===== src/rtl/axi_txn_arbiter.sv =====
// axi_txn_arbiter: shares one single-beat AXI4 master between two requesters.
// One transaction is in flight at a time. Grant is round-robin by default;
// defining AXI_TXN_ARB_FIXED_PRIO_EN makes req0 always win.
module axi_txn_arbiter #(
   parameter int AW = 64,
   parameter int DW = 64,
   parameter int IW = 8
) (
   input  logic            clk_i,
   input  logic            rst_ni,
   // requester 0 command / response
   input  logic            req0_valid_i,
   output logic            req0_ready_o,
   input  logic            req0_we_i,
   input  logic [AW-1:0]   req0_addr_i,
   input  logic [DW-1:0]   req0_wdata_i,
   input  logic [DW/8-1:0] req0_wstrb_i,
   output logic            rsp0_valid_o,
   output logic [DW-1:0]   rsp0_rdata_o,
   output logic            rsp0_err_o,
   // requester 1 command / response
   input  logic            req1_valid_i,
   output logic            req1_ready_o,
   input  logic            req1_we_i,
   input  logic [AW-1:0]   req1_addr_i,
   input  logic [DW-1:0]   req1_wdata_i,
   input  logic [DW/8-1:0] req1_wstrb_i,
   output logic            rsp1_valid_o,
   output logic [DW-1:0]   rsp1_rdata_o,
   output logic            rsp1_err_o,
   // AXI4 write address / data
   output logic            m_aw_valid_o,
   input  logic            m_aw_ready_i,
   output logic [AW-1:0]   m_aw_addr_o,
   output logic [IW-1:0]   m_aw_id_o,
   output logic [7:0]      m_aw_len_o,
   output logic [2:0]      m_aw_size_o,
   output logic [1:0]      m_aw_burst_o,
   output logic            m_w_valid_o,
   input  logic            m_w_ready_i,
   output logic [DW-1:0]   m_w_data_o,
   output logic [DW/8-1:0] m_w_strb_o,
   output logic            m_w_last_o,
   // AXI4 write response
   input  logic            m_b_valid_i,
   output logic            m_b_ready_o,
   input  logic [1:0]      m_b_resp_i,
   // AXI4 read address / data
   output logic            m_ar_valid_o,
   input  logic            m_ar_ready_i,
   output logic [AW-1:0]   m_ar_addr_o,
   output logic [IW-1:0]   m_ar_id_o,
   output logic [7:0]      m_ar_len_o,
   output logic [2:0]      m_ar_size_o,
   output logic [1:0]      m_ar_burst_o,
   input  logic            m_r_valid_i,
   output logic            m_r_ready_o,
   input  logic [DW-1:0]   m_r_data_i,
   input  logic [1:0]      m_r_resp_i,
   input  logic            m_r_last_i
);

   localparam int         SW     = DW / 8;
   localparam logic [2:0] AXSIZE = 3'($clog2(SW));
   localparam logic [1:0] INCR   = 2'b01;

   typedef enum logic [2:0] {
      IDLE, WR_REQ, WR_RESP, RD_REQ, RD_RESP, DONE
   } state_t;

   state_t          state_reg, state_next;
   logic            last_grant_reg, last_grant_next;
   logic            idx_reg, idx_next;
   logic [AW-1:0]   addr_reg, addr_next;
   logic [DW-1:0]   wdata_reg, wdata_next;
   logic [SW-1:0]   wstrb_reg, wstrb_next;
   logic            aw_done_reg, aw_done_next;
   logic            w_done_reg, w_done_next;
   logic [DW-1:0]   rdata_reg, rdata_next;
   logic            err_reg, err_next;

   logic [1:0]      req_valid;
   logic [1:0]      req_ready;
   logic [1:0]      rsp_valid;
   logic            grant_any;
   logic            grant_idx;
   logic            accept;

   // Status bits the design deliberately ignores (LSB of resp, r_last).
   logic            unused_ok;
   assign unused_ok = &{1'b0, m_b_resp_i[0], m_r_resp_i[0], m_r_last_i, last_grant_reg};

   assign req_valid = {req1_valid_i, req0_valid_i};
   assign accept    = (state_reg == IDLE) && grant_any;

   // Pick the requester to be offered ready this cycle.
   always_comb begin
      grant_any = |req_valid;
`ifdef AXI_TXN_ARB_FIXED_PRIO_EN
      grant_idx = ~req_valid[0];
`else
      if (req_valid == 2'b11) grant_idx = ~last_grant_reg;
      else                    grant_idx = ~req_valid[0];
`endif
   end

   // Per-requester ready and response-valid decode.
   generate
      for (genvar gi = 0; gi < 2; gi++) begin : g_req
         // Ready is masked during reset so every output reads 0 while rst_ni is low.
         assign req_ready[gi] = rst_ni && accept && (grant_idx == 1'(gi));
         assign rsp_valid[gi] = (state_reg == DONE) && (idx_reg == 1'(gi));
      end
   endgenerate

   // Next-state and capture logic for the transaction FSM.
   always_comb begin
      state_next      = state_reg;
      last_grant_next = last_grant_reg;
      idx_next        = idx_reg;
      addr_next       = addr_reg;
      wdata_next      = wdata_reg;
      wstrb_next      = wstrb_reg;
      aw_done_next    = aw_done_reg;
      w_done_next     = w_done_reg;
      rdata_next      = rdata_reg;
      err_next        = err_reg;
      case (state_reg)
         IDLE: begin
            if (accept) begin
               idx_next        = grant_idx;
               last_grant_next = grant_idx;
               addr_next       = grant_idx ? req1_addr_i  : req0_addr_i;
               wdata_next      = grant_idx ? req1_wdata_i : req0_wdata_i;
               wstrb_next      = grant_idx ? req1_wstrb_i : req0_wstrb_i;
               aw_done_next    = 1'b0;
               w_done_next     = 1'b0;
               rdata_next      = '0;
               err_next        = 1'b0;
               if (grant_idx ? req1_we_i : req0_we_i) state_next = WR_REQ;
               else                                    state_next = RD_REQ;
            end
         end
         WR_REQ: begin
            // AW and W complete independently; B is only awaited after both.
            aw_done_next = aw_done_reg | m_aw_ready_i;
            w_done_next  = w_done_reg  | m_w_ready_i;
            if (aw_done_next && w_done_next) state_next = WR_RESP;
         end
         WR_RESP: begin
            if (m_b_valid_i) begin
               err_next   = m_b_resp_i[1];
               state_next = DONE;
            end
         end
         RD_REQ: begin
            if (m_ar_ready_i) state_next = RD_RESP;
         end
         RD_RESP: begin
            if (m_r_valid_i) begin
               rdata_next = m_r_data_i;
               err_next   = m_r_resp_i[1];
               state_next = DONE;
            end
         end
         DONE:    state_next = IDLE;
         default: state_next = IDLE;
      endcase
   end

   // State and captured-request registers; reset clears everything asynchronously.
   always_ff @(posedge clk_i or negedge rst_ni) begin
      if (!rst_ni) begin
         state_reg      <= IDLE;
         last_grant_reg <= 1'b1;
         idx_reg        <= 1'b0;
         addr_reg       <= '0;
         wdata_reg      <= '0;
         wstrb_reg      <= '0;
         aw_done_reg    <= 1'b0;
         w_done_reg     <= 1'b0;
         rdata_reg      <= '0;
         err_reg        <= 1'b0;
      end else begin
         state_reg      <= state_next;
         last_grant_reg <= last_grant_next;
         idx_reg        <= idx_next;
         addr_reg       <= addr_next;
         wdata_reg      <= wdata_next;
         wstrb_reg      <= wstrb_next;
         aw_done_reg    <= aw_done_next;
         w_done_reg     <= w_done_next;
         rdata_reg      <= rdata_next;
         err_reg        <= err_next;
      end
   end

   assign req0_ready_o = req_ready[0];
   assign req1_ready_o = req_ready[1];

   assign rsp0_valid_o = rsp_valid[0];
   assign rsp1_valid_o = rsp_valid[1];
   assign rsp0_rdata_o = rsp_valid[0] ? rdata_reg : '0;
   assign rsp1_rdata_o = rsp_valid[1] ? rdata_reg : '0;
   assign rsp0_err_o   = rsp_valid[0] & err_reg;
   assign rsp1_err_o   = rsp_valid[1] & err_reg;

   // Fixed burst attributes are shown only alongside their valid so reset reads all-zero.
   assign m_aw_valid_o = (state_reg == WR_REQ) && !aw_done_reg;
   assign m_aw_addr_o  = addr_reg;
   assign m_aw_id_o    = IW'(idx_reg);
   assign m_aw_len_o   = 8'd0;
   assign m_aw_size_o  = m_aw_valid_o ? AXSIZE : 3'd0;
   assign m_aw_burst_o = m_aw_valid_o ? INCR : 2'b00;

   assign m_w_valid_o  = (state_reg == WR_REQ) && !w_done_reg;
   assign m_w_data_o   = wdata_reg;
   assign m_w_strb_o   = wstrb_reg;
   assign m_w_last_o   = m_w_valid_o;

   assign m_b_ready_o  = (state_reg == WR_RESP);

   assign m_ar_valid_o = (state_reg == RD_REQ);
   assign m_ar_addr_o  = addr_reg;
   assign m_ar_id_o    = IW'(idx_reg);
   assign m_ar_len_o   = 8'd0;
   assign m_ar_size_o  = m_ar_valid_o ? AXSIZE : 3'd0;
   assign m_ar_burst_o = m_ar_valid_o ? INCR : 2'b00;

   assign m_r_ready_o  = (state_reg == RD_RESP);

endmodule


===== config.mk =====
export PLATFORM = sky130hd
export DESIGN_NAME = axi_txn_arbiter
export DESIGN_NICKNAME = d
export VERILOG_FILES = /design/src/rtl/axi_txn_arbiter.sv
export SDC_FILE = /design/constraint.sdc
export NUM_CORES = 1
export LEC_CHECK = 0
export CAP_MARGIN = 25
export CORE_AREA = 2 2 286 288
export CTS_CLUSTER_DIAMETER = 60
export CTS_CLUSTER_SIZE = 28
export DETAILED_ROUTE_END_ITERATION = 16
export DIE_AREA = 0 0 288 290
export PLACE_DENSITY = 0.44
export SKIP_LAST_GASP = 1
export SYNTH_ARGS = -nofsm -noshare
export SYNTH_HDL_FRONTEND = slang
export SYNTH_SLANG_ARGS = --single-unit

===== constraint.sdc =====
create_clock -name clk_i -period 3.9 [get_ports clk_i]
set_input_delay 0.78 -clock clk_i [delete_from_list [all_inputs] [get_ports clk_i]]
set_output_delay 0.78 -clock clk_i [all_outputs]
set_load 0.01 [all_outputs]

==> results of run 1 <==
-- routing by layer --
metal  track usage (%)  wire length (um)  vias to the layer above
met5                 0                20                        -
met3              2.73              3690                       56
met4              2.62               994                        4
met2              19.9             24300                      483
li1                  -                 -                     5328
met1              13.2             19800                     5182
-- per-stage QoR --
step | setup WS, ns | power, mW | hold slack (ns) | instance area, um2 | instances
finish | 0.237 | 12.7 | 0.256 | 19200 | 2988
detailed placement | 0.504 | 10.1 | 0.472 | 18200 | 2932
global route | 0.0936 | 13.6 | 0.283 | 19200 | 2988
floorplan | 1.37 | 6.85 | 0.444 | 10900 | 1365
global placement | 0.506 | 10.0 | 0.467 | 18200 | 2932
CTS | 0.0906 | 13.0 | 0.289 | 19200 | 2988
-- cells in the final DEF, fill, tap and decap left out, drive strengths merged, types with 2 or more instances in the layout --
cell type and instances:
a21oi 4, a31oi 136, and2 131, buf 16, bufinv 3, clkbuf 40, clkdlybuf4s50 695, clkinv 5
clkinvlp 2, conb 34, dfrtp 207, inv 10, nand2 405, nand3 65, nor2 150, nor2b 2
nor3 2, nor4 2, o21ai 3
-- report_power, final --
group / leakage, nW / internal [mW] / switching (mW) / total, mW
logic: 4.95 / 3.03 / 2.91 / 5.94
clock network: 0.507 / 1.74 / 1.11 / 2.85
registers: 2.50 / 3.11 / 0.832 / 3.94
total: 7.95 / 7.88 / 4.86 / 12.7
-- kinds of logic after synthesis --
group / share of synthesized area (%)
buffers and inverters: 11.4
muxes: 0.198
and+or+nand+nor: 31.1
other: 0.0349
AOI/OAI and AO/OA: 8.78
DFF: 48.4
-- final cells by class --
class	count	area share, %
Multi-Input combinational cell	949	23.2
Clock buffer	40	4.41
Clock inverter	16	1.01
Inverter	4	0.0780
Tap cell	1060	6.89
Timing Repair Buffer	711	37.3
Sequential cell	208	27.0
-- worst paths after layout --
check,from,to,slack [ns],cells after the start
max in group asynchronous,rst_ni,rdata_reg[1],2.13,3
worst max register to register,state_reg[1],m_ar_addr_o[33],1.52,4
worst min-delay path,rst_ni,m_w_data_o[33],0.26,2
min in group clk_i,rdata_reg[5],rdata_reg[5],0.48,2
worst max-delay path,state_reg[1],rsp1_rdata_o[51],0.24,5
worst min register to register,rdata_reg[5],rdata_reg[5],0.48,2
-- what timing repair did --
action / CTS / global route
setup buffers: 0 / 0
gates resized for setup: 0 / 1
hold endpoints to repair: 0 / 0
setup endpoints to repair: 0 / 2
==> metrics.cfg, run 1 <==
[min_path]
hold_path_class = in2async

[die]
die-area_mm2 = 0.0835
die_h_um = 290
row_count = 104
die_w_um = 288
start_util_pct = 13.4
core_mm2 = 0.0802
ios = 734

[run]
maxCapViolations = 0

[placement]
gp_congestion = 0.813
dp_hpwl_mm = 36.6
io_buffers = 696

[global_route]
first_global_vias = 11100
grtUsageTotal_pct = 11.1
antenna_found_initial = 4
grt_overflow = 0
grt_max_degree = 177
grt_pass1_wl_mm = 72.1

[logic_synthesis]
ys_ff_latch = 208
synth-edff-count = 0
synth_area_mm2 = 0.0107
synth_most_common_cell = nand2_1
synth.largest_area_cell = dfrtp_1
synth-main-ff-cell = dfrtp_1
syn_avg_cell_area_um2 = 8.07
synth_common_cells = nand2_1, dfrtp_1, nor2_1, a31oi_1, and2_1
syn-instance-count = 1332
ys_types = 34
synth_top_area_share_pct = 48.2
ys_seq_area_share_pct = 48.4
yosysWarnings = 0
async_flop_share_pct = 100
synth.area.top_cells = dfrtp_1, nand2_1, a31oi_1

[power_and_ir_drop]
ir_worst_vdd_mv = 0.355
pwr_density_cell_mw_per_mm2 = 661
p_leak_nw = 7.95

[worst_setup_path]
crit_path_end_kind = output pin
required_ns = 3.12
arrival_ns = 2.88
slowest_delay_ns = 0.57
critical_path_buf_inv_count = 3
start_kind = register
critPathSlowestCell = dfrtp_1
crit_family = buffers and inverters
crit_chain = and4b_2 > buf_6 > buf_4 > and2_1 > clkdlybuf4s50_1
path_class = reg2out
worst-path-max-fanout = 48

[layout]
multi_input_area_mm2 = 0.00447
antenna_cells = 0
syn_to_final_growth_pct = 79.1
nNetsFinal = 2256
final_core_utilization_pct = 24.0
final-seq-area_mm2 = 0.00521
final_layout_size_suffix_gt1_share_pct = 4.05
fillers = 8812

[timing]
rsz0062_at_grt = no
fin_tns_setup_ns = 0
skew_ns = 0.0172
worst_slew_pin_slew_ns = 0.970
slew_headroom_pct = 35.3
slew_violations = 0
min_period_over_period_pct = 93.9
hold_viol_final = 0
setup_viol = 0
finalCriticalPeriod_ns = 3.66
fmax_mhz = 273

[cts]
clock_sinks = 208
cts_tree = done
path_clk_slew_ns = 0.06
cts-root-buf = clkbuf_16
cts.path.max_buffers = 3
clk_latency_ns = 0.58
cts_inserted_buffers = 30
holdBufCountCts = 0
htreeDepth = 1

[route]
routed_via_density = 3.70
detail_route.iter0.violations = 394
num_vias = 11100
wl_per_cell_um = 16.3
antenna_left = 0
drc = 0
wl_mm = 48.7
drtPass1Iterations = 4

[outcome]
status = completed

No activity file was read; power rests on OpenSTA's default activity.
==> inputs of run 2 (changes only) <==
- SLEW_MARGIN: not set -> 20
==> results of run 2 <==
The final DEF is identical to that of run 1; final timing and power are the same.
==> inputs of run 3 (changes only) <==
- HOLD_SLACK_MARGIN: not set -> 0.15
==> results of run 3 <==
The final DEF is identical to that of run 1; final timing and power are the same.
